**src/rtl/ultrasonic_ranger.sv**
```systemverilog
// Ultrasonic sensor front end: fires the trigger pulse, times the echo and
// publishes the echo width as whole centimetres with a timeout flag.
module ultrasonic_ranger #(
    parameter int TRIG_CYCLES    = 500,
    parameter int CYCLES_PER_CM  = 2900,
    parameter int TIMEOUT_CYCLES = 1_900_000,
    parameter int PERIOD_CYCLES  = 3_000_000,
    parameter int MAX_CM         = 30
) (
    input  logic       clk,
    input  logic       rst_n,
    input  logic       start,
    input  logic       echo,
    output logic       trig,
    output logic [4:0] distance,
    output logic       valid,
    output logic       timeout,
    output logic       busy
);

    localparam int TIMER_MAX = (TIMEOUT_CYCLES > TRIG_CYCLES) ? TIMEOUT_CYCLES : TRIG_CYCLES;
    localparam int TIMER_W   = $clog2(TIMER_MAX + 1);
    localparam int PERIOD_W  = $clog2(PERIOD_CYCLES + 1);
    localparam int SUB_W     = (CYCLES_PER_CM > 1) ? $clog2(CYCLES_PER_CM) : 1;

    localparam logic [TIMER_W-1:0]  TRIG_LAST    = TIMER_W'(TRIG_CYCLES - 1);
    localparam logic [TIMER_W-1:0]  TIMEOUT_LAST = TIMER_W'(TIMEOUT_CYCLES - 1);
    localparam logic [PERIOD_W-1:0] PERIOD_LAST  = PERIOD_W'(PERIOD_CYCLES - 1);
    localparam logic [PERIOD_W-1:0] PERIOD_SAT   = PERIOD_W'(PERIOD_CYCLES);
    localparam logic [SUB_W-1:0]    SUB_LAST     = SUB_W'(CYCLES_PER_CM - 1);
    localparam logic [4:0]          MAX_D        = 5'(MAX_CM);

    // The MEASURE entry cycle already has echo high, so it is counted as the first sample.
    localparam logic [SUB_W-1:0] SUB_FIRST = (CYCLES_PER_CM == 1) ? SUB_W'(0) : SUB_W'(1);
    localparam logic [4:0]       CM_FIRST  = (CYCLES_PER_CM == 1 && MAX_CM > 0) ? 5'd1 : 5'd0;

    typedef enum logic [2:0] {
        IDLE,
        TRIG,
        WAIT_RISE,
        MEASURE,
        HOLDOFF
    } state_t;

    state_t               state;
    logic                 echo_meta;
    logic                 echo_s;
    logic                 echo_d;
    logic                 echo_rise;
    logic                 echo_fall;
    logic [TIMER_W-1:0]   timer;
    logic [PERIOD_W-1:0]  period_cnt;
    logic [SUB_W-1:0]     sub_cnt;
    logic [SUB_W-1:0]     sub_next;
    logic [4:0]           cm_cnt;
    logic [4:0]           cm_next;

    always_ff @(posedge clk or negedge rst_n) begin
        if (!rst_n) begin
            echo_meta <= 1'b0;
            echo_s    <= 1'b0;
            echo_d    <= 1'b0;
        end else begin
            echo_meta <= echo;
            echo_s    <= echo_meta;
            echo_d    <= echo_s;
        end
    end

    assign echo_rise = echo_s & ~echo_d;
    assign echo_fall = ~echo_s & echo_d;

    // cm counter saturates; the sub-counter keeps wrapping so the fraction stays meaningful.
    always_comb begin
        sub_next = sub_cnt;
        cm_next  = cm_cnt;
        if (sub_cnt == SUB_LAST) begin
            sub_next = '0;
            if (cm_cnt != MAX_D) cm_next = cm_cnt + 5'd1;
        end else begin
            sub_next = sub_cnt + 1'b1;
        end
    end

    always_ff @(posedge clk or negedge rst_n) begin
        if (!rst_n) begin
            state      <= IDLE;
            timer      <= '0;
            period_cnt <= '0;
            sub_cnt    <= '0;
            cm_cnt     <= '0;
            trig       <= 1'b0;
            valid      <= 1'b0;
            distance   <= '0;
            timeout    <= 1'b0;
            busy       <= 1'b0;
        end else begin
            valid <= 1'b0;
            if (state != IDLE && period_cnt != PERIOD_SAT) period_cnt <= period_cnt + 1'b1;

            case (state)
                IDLE: begin
                    if (start) begin
                        state      <= TRIG;
                        trig       <= 1'b1;
                        busy       <= 1'b1;
                        period_cnt <= '0;
                        timer      <= '0;
                    end
                end

                TRIG: begin
                    if (timer == TRIG_LAST) begin
                        state <= WAIT_RISE;
                        trig  <= 1'b0;
                        timer <= '0;
                    end else begin
                        timer <= timer + 1'b1;
                    end
                end

                WAIT_RISE: begin
                    // Edge-based, so an echo already high on entry must fall and rise again.
                    if (echo_rise) begin
                        state   <= MEASURE;
                        sub_cnt <= SUB_FIRST;
                        cm_cnt  <= CM_FIRST;
                        timer   <= TIMER_W'(1);
                    end else if (timer == TIMEOUT_LAST) begin
                        state    <= HOLDOFF;
                        distance <= MAX_D;
                        timeout  <= 1'b1;
                        valid    <= 1'b1;
                    end else begin
                        timer <= timer + 1'b1;
                    end
                end

                MEASURE: begin
                    if (echo_fall) begin
                        state    <= HOLDOFF;
                        distance <= cm_cnt;
                        timeout  <= 1'b0;
                        valid    <= 1'b1;
                    end else if (echo_s) begin
                        if (timer == TIMEOUT_LAST) begin
                            state    <= HOLDOFF;
                            distance <= MAX_D;
                            timeout  <= 1'b1;
                            valid    <= 1'b1;
                        end else begin
                            timer   <= timer + 1'b1;
                            sub_cnt <= sub_next;
                            cm_cnt  <= cm_next;
                        end
                    end
                end

                HOLDOFF: begin
                    // period_cnt reaches PERIOD_CYCLES on this edge (or already has).
                    if (period_cnt >= PERIOD_LAST) begin
                        state <= IDLE;
                        busy  <= 1'b0;
                    end
                end

                default: begin
                    state <= IDLE;
                    trig  <= 1'b0;
                    busy  <= 1'b0;
                end
            endcase
        end
    end

endmodule

```
**config.mk**
```make
export PLATFORM = sky130hd
export DESIGN_NAME = ultrasonic_ranger
export DESIGN_NICKNAME = d
export VERILOG_FILES = /design/src/rtl/ultrasonic_ranger.sv
export SDC_FILE = /design/constraint.sdc
export NUM_CORES = 1
export LEC_CHECK = 0
export ABC_AREA = 1
export ABC_CLOCK_PERIOD_IN_PS = 3800
export BUFFER_PORTS_ARGS = -buffer_cell sky130_fd_sc_hd__buf_2
export CORE_ASPECT_RATIO = 1.2
export CORE_MARGIN = 4
export CORE_UTILIZATION = 30
export CTS_CLUSTER_DIAMETER = 40
export DETAILED_ROUTE_END_ITERATION = 12
export GPL_TIMING_DRIVEN = 0
export PLACE_DENSITY_LB_ADDON = 0.08
export SLEW_MARGIN = 0
export SYNTH_ARGS = -nofsm -noshare
export SYNTH_HDL_FRONTEND = slang
export SYNTH_SLANG_ARGS = --single-unit
```
**constraint.sdc**
```tcl
create_clock -name clk -period 3.8 [get_ports clk]
set_input_delay 0.76 -clock clk [delete_from_list [all_inputs] [get_ports clk]]
set_output_delay 0.76 -clock clk [all_outputs]
set_load 0.005 [all_outputs]
```
==> results of run 1 <==
[critical path, stage by stage (launching register included)]
cell	delay, ps
dfrtp_1	410
ha_1	220
nand2_1	90
inv_1	110
nand2_2	130
nor2_1	150
nand3_2	150
nor2_4	190
nand2_2	90
nand2_2	130
inv_2	60
nand2_1	50
o21ai_1	50
[metal layers]
layer	GRT usage	vias up	wire length [um]
met2	0.266	59	6700
met5	0	-	0
li1	-	2341	-
met4	0.0445	0	255
met1	0.202	2101	6420
met3	0.0308	21	376
[metrics by stage]
stage               cell area, um^2  total power, mW
CTS                            5650             3.19
detailed placement             5310             2.19
global placement               5280             2.19
finish                         5650             3.14
floorplan                      4960             1.79
global route                   5650             3.38
[kinds of logic (layout without fill, tap and decap cells)]
logic type      Yosys count  after routing  share of synthesized area
fa+ha+maj                 6              6                     0.0151
flops                    75             75                      0.379
buf+inv                 106            135                     0.0874
xor+xnor                 20             20                     0.0353
compound gates           81             81                     0.0929
simple gates            435            435                      0.391
[placed cells by master, fill, tap and decap left out, types with 7 or more instances in the layout]
| master | n |
|---|---|
| nand2_1 | 211 |
| nor2_1 | 101 |
| inv_1 | 83 |
| dfrtp_1 | 75 |
| nand3_1 | 56 |
| o21ai_0 | 40 |
| nand4_1 | 16 |
| buf_2 | 14 |
| xor2_1 | 14 |
| nand2_2 | 13 |
| nor3_1 | 13 |
| a21oi_1 | 13 |
| inv_2 | 11 |
| clkbuf_16 | 9 |
| o21ai_1 | 7 |
| o21bai_1 | 7 |
[registers in the layout, indices dropped and copies added, names as in the netlist]
| name | flops |
|---|---|
| period_cnt | 22 |
| timer | 21 |
| sub_cnt | 12 |
| cm_cnt | 5 |
| distance | 5 |
| state | 3 |
| busy | 1 |
| echo_d | 1 |
| echo_meta | 1 |
| echo_s | 1 |
| timeout | 1 |
| trig | 1 |
| valid | 1 |
[worst min path at each step]
stage,start,endpoint,slack (ps),cells past startpoint
finish,echo_meta,echo_s,350,0
global route,echo_meta,echo_s,370,0
CTS,echo_meta,echo_s,350,0
detailed placement,echo_meta,echo_s,330,0
global placement,echo_meta,echo_s,330,0
floorplan,echo_meta,echo_s,330,0
[report_power, final]
part / internal [mW] / switching (mW)
Combinational: 0.333 / 0.814
Sequential: 0.915 / 0.0953
Clock: 0.602 / 0.379
Total: 1.85 / 1.29
[area by class of cell]
class / instances / area share
Tap cell: 212 / 0.0470
Timing Repair Buffer: 13 / 0.0160
Multi-Input combinational cell: 542 / 0.469
Clock inverter: 6 / 0.0171
Inverter: 96 / 0.0647
Buffer: 10 / 0.0120
Sequential cell: 75 / 0.332
Clock buffer: 10 / 0.0423
==> metrics, run 1 <==
Cells after Synth 723; core area about 16000 um^2; synth warn 0; Final HPWL DP 10.7 mm; Total GRT Usage 0.156; layout cells sized above 1 0.116; DRC viols 0; pwr dens about 560 nW/um^2; Pins Over Slew Limit 0; setup ws final 1870 ps; nets 757; Die Ht between 100 and 150 um; critical-path maximum fanout 6; synthesized area per cell 6.85 um^2; die area 18600 um^2; largest net degree at the start of global routing 45; reg2reg start timer[0]; CTS Buf Count 9; Synth area leaders dfrtp_1, nand2_1, nor2_1; clock root cell clkbuf_16; register area share after synthesis 0.379; worst setup path category flip-flop to flip-flop; Worst Path Arrival 2160 ps; final hold violations 0; final wirelength 13.8 mm; Synth async-reset ratio 1.00; CTS resizes 0; Slew @ Worst Pin 538 ps; Hold-fix buffers, CTS 0; remaining antenna violation count 0; first-pass GRT wire length 23.4 mm; FF+latch count, synth 75; DP Cell Count 948; H-tree depth 3; Post-synth EDFFs 0; dpl ws 1800 ps; Netlist Area Pre-Place roughly 5000 um^2; worst hold-check path type flip-flop to flip-flop; 1st-iter DRT viols 228; Worst-Skew Late Latency 340 ps; crit path time final 1930 ps; Clock Skew 6.81 ps; Ports 13; Non-Filler Instances 964; via count around 4500; Post-synth top cells nand2_1, nor2_1, inv_1, dfrtp_1, nand3_1; Setup crit end distance[0]; CTS Buffer Depth 2; Setup violations, final 0; Die Wd 125 um; Crit. End Element flip-flop; leading area contributor after synthesis dfrtp_1; fill cell count 1807; CTS tree done; Cell variety after synth 39; Worst R2R End distance[0]; vias in the first global route 4610; RSZ-0062 raised after global routing false; final worst-path cycle share 0.508; status complete, no violations; Via-to-Cell Ratio 4.69; Post-CTS Setup Bufs 0; First-pass DRT Iterations 4; grt ovf 0; most numerous cell in the Yosys netlist nand2_1; Initial Utilization 0.306; Final Util 0.348; Leak 2.65 nW; FF-to-FF setup slack 1870 ps; Multi-input gate area 2650 um^2; TNS Setup 0 ps; initial antenna violation count 0; Post-Syn Nets 733; area added between synthesis and finish 13.9%; peak supply drop 0.249 mV; Clock Sinks 75; Yosys top cell area share 0.379; Min Hold Slack 349 ps; ant diodes 0; GPL Wtd Cong 0.930; R2R depth 12; Max-Cap Viols 0; Reg area 1880 um^2; Clock transition at path regs 70 ps; Slew headroom 0.641; critical path startpoint timer[0]; Max Freq 0.518 GHz; Worst Setup Start Kind flip-flop; # rows 51; IO buf count 12; worst endpoint required time around 4000 ps; drt wl/cell around 14 um; Most used DFF post-synth dfrtp_1
No activity file was read; power rests on OpenSTA's default activity.
==> run 2: changes to the inputs <==
--- a/config.mk
+++ b/config.mk
@@ -5,8 +5,8 @@
 export SDC_FILE = /design/constraint.sdc
 export NUM_CORES = 1
 export LEC_CHECK = 0
-export ABC_AREA = 1
-export ABC_CLOCK_PERIOD_IN_PS = 3800
+export ABC_AREA = 0
+export ABC_CLOCK_PERIOD_IN_PS = 1860
 export BUFFER_PORTS_ARGS = -buffer_cell sky130_fd_sc_hd__buf_2
 export CORE_ASPECT_RATIO = 1.2
 export CORE_MARGIN = 4
==> constraint.sdc (replaced) <==
create_clock -name clk -period 1.86 [get_ports clk]
set_input_delay 0.372 -clock clk [delete_from_list [all_inputs] [get_ports clk]]
set_output_delay 0.372 -clock clk [all_outputs]
set_load 0.005 [all_outputs]
==> run 2 against run 1 <==
Against the previous run:
- the flow now finishes with violations (hold timing, setup timing)
- clock power grew 110%
- register-to-register slack lost 2100 ps
- synthesized area shrank 14%
- largest power group unchanged
- global-route usage shrank 0.61 points
- critical endpoint is now timer[4]
- flip-flop and latch count is the same
- first-iteration DRC count shrank 26%
- clock skew shrank 1.1 ps
==> metrics, run 2 <==
Setup violations, final 38 (was 0); Comb power frac 0.462 (was 0.366); Max Freq 0.475 GHz (was 0.518 GHz); Slew headroom 0.674 (was 0.641); register area share after synthesis 0.440 (was 0.379); Reg power frac 0.283 (was 0.322); largest net degree at the start of global routing 44 (was 45); critical-path maximum fanout 4 (was 6); Worst R2R End timer[4] (was distance[0]); CTS Buffer Depth 2 (unchanged); first-pass GRT wire length 19.2 mm (was 23.4 mm); area post-placement 4600 um^2 (was 5310 um^2); IO buf count 12 (unchanged); Cell variety after synth 69 (was 39); Initial Utilization 0.307 (was 0.306); dpl ws -562 ps (was 1800 ps); Netlist Area Pre-Place 4270 um^2 (was 4960 um^2); Clock Skew 5.67 ps (was 6.81 ps); grt ovf 0 (unchanged); initial antenna violation count 0 (unchanged); Worst Setup Start Kind flip-flop (unchanged); register with the most flip-flops period_cnt (unchanged); FF+latch count, synth 75 (unchanged); Ports 13 (unchanged); Pins Over Slew Limit 0 (unchanged); switching portion of total power 0.368 (was 0.411); via count 3802 (was 4522); compound-gate portion of the synthesized area 0.174 (was 0.0929); Cells after Synth 463 (was 723); pwr dens 1350 nW/um^2 (was 556 nW/um^2); Final Cell Area 5870 um^2 (was 5650 um^2); synth warn 0 (unchanged); TNS Setup -5780 ps (was 0 ps); setup ws final -245 ps (was 1870 ps); R2R depth 6 (was 12); nets 544 (was 757); Die Wd 117 um (was 125 um); largest registers period_cnt (22), timer (21), sub_cnt (12) (unchanged); multiplexer area fraction after synthesis 0.00968 (was 0); Hold-fix buffers, CTS 0 (unchanged); Most used DFF post-synth dfrtp_1 (unchanged); Slew @ Worst Pin 484 ps (was 538 ps); Switch Pwr 2.92 mW (was 1.29 mW); largest family of logic cells by synthesized area simple AND/OR/NAND/NOR gates (unchanged); Via-to-Cell Ratio 5.35 (was 4.69); DRC viols 0 (unchanged); First-pass DRT Iterations 4 (unchanged); status complete, but fails checks (was complete, no violations); Clock Sinks 75 (unchanged); crit path time final 2100 ps (was 1930 ps); # rows 47 (was 51); worst endpoint required time 2100 ps (was 4030 ps); vias in the first global route 3717 (was 4610); Die Ht 139 um (was 149 um); Crit. End Element flip-flop (unchanged); peak supply drop 0.595 mV (was 0.249 mV); most numerous cell in the Yosys netlist dfrtp_1 (was nand2_1); leading area contributor after synthesis dfrtp_1 (unchanged); synthesized area per cell 9.22 um^2 (was 6.85 um^2); DP Cell Count 647 (was 948); total power 7.93 mW (was 3.14 mW); layout cells sized above 1 0.345 (was 0.116); failing checks hold timing, setup timing; final hold violations 9 (was 0); Post-synth EDFFs 0 (unchanged); 1st-iter DRT viols 169 (was 228); Post-synth top cells dfrtp_1, nor2_1, nand2_1, o21ai_0, a21oi_1 (was nand2_1, nor2_1, inv_1, dfrtp_1, nand3_1); max FFs per register 22 (unchanged); Int Power 5.01 mW (was 1.85 mW); CTS Buf Count 9 (unchanged); H-tree depth 3 (unchanged); area added between synthesis and finish 37.6% (was 13.9%); Final Util 0.423 (was 0.348); worst hold-check path type primary input to asynchronous set/reset pin (was flip-flop to flip-flop); fraction of the mapped netlist area in adder cells 0.0176 (was 0.0151); Worst Path Arrival 2340 ps (was 2160 ps); remaining antenna violation count 0 (unchanged); CTS tree done (unchanged); ant diodes 0 (unchanged); die area 16200 um^2 (was 18600 um^2); most frequent cells in the layout dfrtp_1, nor2_1, buf_4, nand2_1 (was nand2_1, nor2_1, inv_1, dfrtp_1, nand3_1); worst setup path category flip-flop to flip-flop (unchanged); Synth Area in Simple Gates 0.284 (was 0.391); Non-Filler Instances 710 (was 964); final worst-path cycle share 1.13 (was 0.508); GPL Wtd Cong 0.790 (was 0.930); RSZ-0062 raised after global routing true (was false); FF-to-FF setup slack -240 ps (was 1870 ps); Synth area leaders dfrtp_1, nor2_1, o21ai_0 (was dfrtp_1, nand2_1, nor2_1); Yosys top cell area share 0.440 (was 0.379); Max-Cap Viols 0 (unchanged); Synth Area in XOR/XNOR 0.0390 (was 0.0353); Clk pwr share 0.255 (was 0.313); Leak 2.44 nW (was 2.65 nW); reg2reg start timer[17] (was timer[0]); drt wl/cell 16.8 um (was 14.3 um); clock root cell clkbuf_16 (unchanged); final wirelength 11.9 mm (was 13.8 mm); Min Hold Slack -17.7 ps (was 349 ps); Synth async-reset ratio 1.00 (unchanged); Post-Syn Nets 473 (was 733); fill cell count 1346 (was 1807); core area 13900 um^2 (was 16200 um^2); Clock transition at path regs 60 ps (was 70 ps); Total GRT Usage 0.150 (was 0.156); Final HPWL DP 7.69 mm (was 10.7 mm); most common cell after layout, fill and taps aside dfrtp_1 (was nand2_1); Worst-Skew Late Latency 340 ps (about the same)
-- run 2: logic make-up after synthesis --
logic type,Yosys count
AND/OR/NAND/NOR,213
adder cells (fa/ha/maj),6
flip-flops,75
XOR/XNOR,19
AO/OA/AOI/OAI,114
multiplexers,4
buffers and inverters,32
-- run 2: worst max-delay path by stage --
stage	cells past startpoint	slack (ps)	start	end
CTS	7	-250	timer[9]	timer[4]
floorplan	6	-150	timer[0]	timer[4]
finish	6	-240	timer[17]	timer[4]
global placement	5	-520	echo_s	timer[16]
global route	7	-310	timer[17]	cm_cnt[1]
detailed placement	6	-560	echo_s	timer[6]
-- run 2: layout make-up --
class,instances,area (um^2),area share
clock buffers,9,225,0.0384
multi-input cells,356,2680,0.456
repair buffers,62,536,0.0912
inverters,14,52.6,0.00895
clock inverters,7,116,0.0198
flip-flops and latches,75,1890,0.322
plain buffers,16,160,0.0273
well taps,171,214,0.0364
-- run 2: routing by layer --
layer / global-route usage / vias to the layer above / share of wire
li1: - / 1850 / -
met1: 0.188 / 1861 / 0.43
met2: 0.247 / 68 / 0.52
met3: 0.0271 / 23 / 0.027
met4: 0.0694 / 0 / 0.025
met5: 0 / - / 0
-- run 2: what timing repair did --
item / 4_1_cts / 5_1_grt
cloned: 2 / 1
pin swaps: 27 / 28
endpoints found under the hold margin: 0 / 0
endpoints found under the setup margin: 67 / 68
resized for setup: 67 / 71
buffers inserted: 27 / 20
-- run 2: power groups by stage --
stage	registers, mW	clock network, mW	logic, mW
after global routing	2.28	2.15	3.98
after detailed placement	2.25	0	2.47
after global placement	2.25	0	2.44
after CTS	2.24	2.08	3.21
after floorplan	2.18	0	1.80
final	2.24	2.03	3.66
-- run 2: worst max-delay path, cell delays in order, from the launching register on --
cell and delay, ps:
dfrtp_2 450, nor3_4 260, nand2_4 60, or4_4 580, a21o_4 270, a21o_1 180
a22o_1 190
==> run 3: changes to the inputs <==
--- a/config.mk
+++ b/config.mk
@@ -6,7 +6,7 @@
 export NUM_CORES = 1
 export LEC_CHECK = 0
 export ABC_AREA = 0
-export ABC_CLOCK_PERIOD_IN_PS = 1860
+export ABC_CLOCK_PERIOD_IN_PS = 2300
 export BUFFER_PORTS_ARGS = -buffer_cell sky130_fd_sc_hd__buf_2
 export CORE_ASPECT_RATIO = 1.2
 export CORE_MARGIN = 4
==> constraint.sdc (replaced) <==
create_clock -name clk -period 2.3 [get_ports clk]
set_input_delay 0.345 -clock clk [delete_from_list [all_inputs] [get_ports clk]]
set_output_delay 0.345 -clock clk [all_outputs]
set_load 0.005 [all_outputs]
==> run 3 against run 2 <==
Against the previous run:
- the flow now finishes without violations
- via count decreased by 5.7%
- utilization down 6.0 points
- global-route usage shrank 0.61 points
- maximum frequency fell by 3.6%
- final cell count shrank 5.5%
- clock skew rose by 2.2 ps
- first-iteration DRC count grew 30%
- worst hold slack gained 130 ps
- power fell by 31%
- critical path type unchanged
- largest cell class unchanged
==> metrics, run 3 (same netlist as run 2, synthesis figures left out) <==
status complete, no violations (was complete, but fails checks); area added between synthesis and finish 18.1% (was 37.6%); most common cell after layout, fill and taps aside dfrtp_1 (unchanged); Via-to-Cell Ratio 5.35 (about the same); initial antenna violation count 0 (unchanged); # rows 47 (unchanged); Slew headroom 0.608 (was 0.674); Initial Utilization 0.307 (unchanged); Final HPWL DP 7.80 mm (was 7.69 mm); die area 16200 um^2 (unchanged); Ports 13 (unchanged); peak supply drop 0.496 mV (was 0.595 mV); core area 13900 um^2 (unchanged); CTS Buffer Depth 2 (unchanged); final worst-path cycle share 0.949 (was 1.13); first-pass GRT wire length 18.6 mm (was 19.2 mm); Clock Skew 7.85 ps (was 5.67 ps); worst setup path category flip-flop to flip-flop (unchanged); crit path time final 2180 ps (was 2100 ps); max FFs per register 22 (unchanged); Max Freq 0.458 GHz (was 0.475 GHz); DRC viols 0 (unchanged); First-pass DRT Iterations 5 (was 4); Slew @ Worst Pin 583 ps (was 484 ps); Crit. End Element flip-flop (unchanged); HP Start echo; reg2reg start timer[9] (was timer[17]); via count 3587 (was 3802); Worst-Skew Late Latency 340 ps (about the same); GPL Wtd Cong 0.763 (was 0.790); Die Wd 117 um (unchanged); Leak 2.07 nW (was 2.44 nW); R2R depth 7 (was 6); CTS tree done (unchanged); layout cells sized above 1 0.158 (was 0.345); largest net degree at the start of global routing 43 (was 44); CTS Buf Count 9 (unchanged); Setup crit end timer[3] (was timer[4]); CP max stage cell or3_1 (was or4_4); CP Cell Sequence buf_6 > or3_1 > nor4_4 > nand3_2 > o311a_1 > nor4b_2 > o21a_1 (was nor3_4 > nand2_4 > or4_4 > a21o_4 > a21o_1 > a22o_1); TNS Setup 0 ps (was -5780 ps); Clock Sinks 75 (unchanged); Pins Over Slew Limit 0 (unchanged); FF-to-FF setup slack 120 ps (was -240 ps); register with the most flip-flops period_cnt (unchanged); worst endpoint required time 2580 ps (was 2100 ps); H-tree depth 3 (unchanged); ant diodes 0 (unchanged); clock root cell clkbuf_16 (unchanged); Worst Setup Start Kind flip-flop (unchanged); most frequent cells in the layout dfrtp_1, nor2_1, nand2_1, o21ai_0, a21oi_1 (was dfrtp_1, nor2_1, buf_4, nand2_1); Die Ht 139 um (unchanged); Worst R2R End timer[3] (was timer[4]); worst stage delay on the critical path 420 ps (was 580 ps); Clock transition at path regs 60 ps (about the same); grt ovf 0 (unchanged); largest registers period_cnt (22), timer (21), sub_cnt (12) (unchanged); Total GRT Usage 0.144 (was 0.150); IO buf count 12 (unchanged); critical path startpoint timer[9] (was timer[17]); critical-path maximum fanout 8 (was 4); setup ws final 118 ps (was -245 ps); Worst Path Arrival 2460 ps (was 2340 ps); Setup violations, final 0 (was 38); 1st-iter DRT viols 219 (was 169); final hold violations 0 (was 9); worst hold-check path type primary input to flip-flop (was primary input to asynchronous set/reset pin); pwr dens 1080 nW/um^2 (was 1350 nW/um^2); vias in the first global route 3538 (was 3717); dpl ws -114 ps (was -562 ps); remaining antenna violation count 0 (unchanged); nets 505 (was 544); drt wl/cell 16.4 um (was 16.8 um); final wirelength 11.0 mm (was 11.9 mm); Max-Cap Viols 0 (unchanged)
run 3: cell types whose count changed in the layout (fill, tap and decap cells not counted), moves of 5 or more:
| cell | delta |
|---|---|
| buf_6 | -18 |
| dfrtp_2 | -9 |
| dfrtp_1 | +9 |
| o21ai_0 | +12 |
| o31ai_1 | +7 |
| buf_4 | -26 |
| o21ai_1 | -5 |
| a21oi_1 | +5 |
| nor3_1 | +6 |
| o21ai_2 | -7 |
run 3: final cells by class:
type                            count  area (um^2)
Fill cell                        1454         8840
Multi-Input combinational cell    356         2310
Sequential cell                    75         1880
Clock buffer                        9          225
Tap cell                          171          214
Timing Repair Buffer               21          153
Buffer                             18          104
Clock inverter                      7          101
Inverter                           14         52.6
run 3: worst min path at each step:
stage,depth (start not counted),to,slack (ps)
finish,1,echo_meta,110
CTS,1,echo_meta,100
global route,1,echo_meta,110
detailed placement,0,echo_s,340
floorplan,0,busy,50
global placement,0,echo_s,330
run 3: layer usage:
| layer | vias up | GRT usage | part of all wire |
|---|---|---|---|
| met5 | - | 0 | 0 |
| met4 | 0 | 0.0628 | 0.021 |
| met3 | 14 | 0.0249 | 0.024 |
| met2 | 27 | 0.234 | 0.50 |
| met1 | 1784 | 0.185 | 0.46 |
| li1 | 1762 | - | - |
run 3: timing repair:
| action | CTS | global route |
|---|---|---|
| buffers inserted | 2 | 5 |
| hold buffers | 1 | 0 |
| gates resized for setup | 3 | 14 |
| endpoints found under the hold margin | 33 | 0 |
| pin swaps | 2 | 4 |
| endpoints found under the setup margin | 23 | 30 |
run 3: through the flow:
| stage | instances | hold slack (ps) | area [um^2] | util | power, mW |
|---|---|---|---|---|---|
| after detailed placement | 647 | 337 | 4570 | 0.329 | 3.78 |
| after global placement | 646 | 335 | 4540 | 0.327 | 3.75 |
| final | 671 | 111 | 5040 | 0.363 | 5.43 |
| after floorplan | 463 | 49.4 | 4270 | - | 3.17 |
| after global routing | 671 | 106 | 5040 | 0.363 | 5.81 |
| after CTS | 666 | 97.1 | 4940 | 0.356 | 5.40 |
run 3: worst max-delay path: cells and delay by family (launching register included):
kind | cells | cell delay (ps)
DFF | 1 | 370
AOI/OAI and AO/OA | 2 | 360
and+or+nand+nor | 4 | 1240
buffers and inverters | 1 | 140
run 3: where the power goes:
group	total (mW)	leakage [nW]	internal, mW	switching [mW]
Combinational	2.05	0.908	0.845	1.20
Sequential	1.81	1.01	1.55	0.267
Clock	1.57	0.152	0.958	0.612
Total	5.43	2.07	3.35	2.08
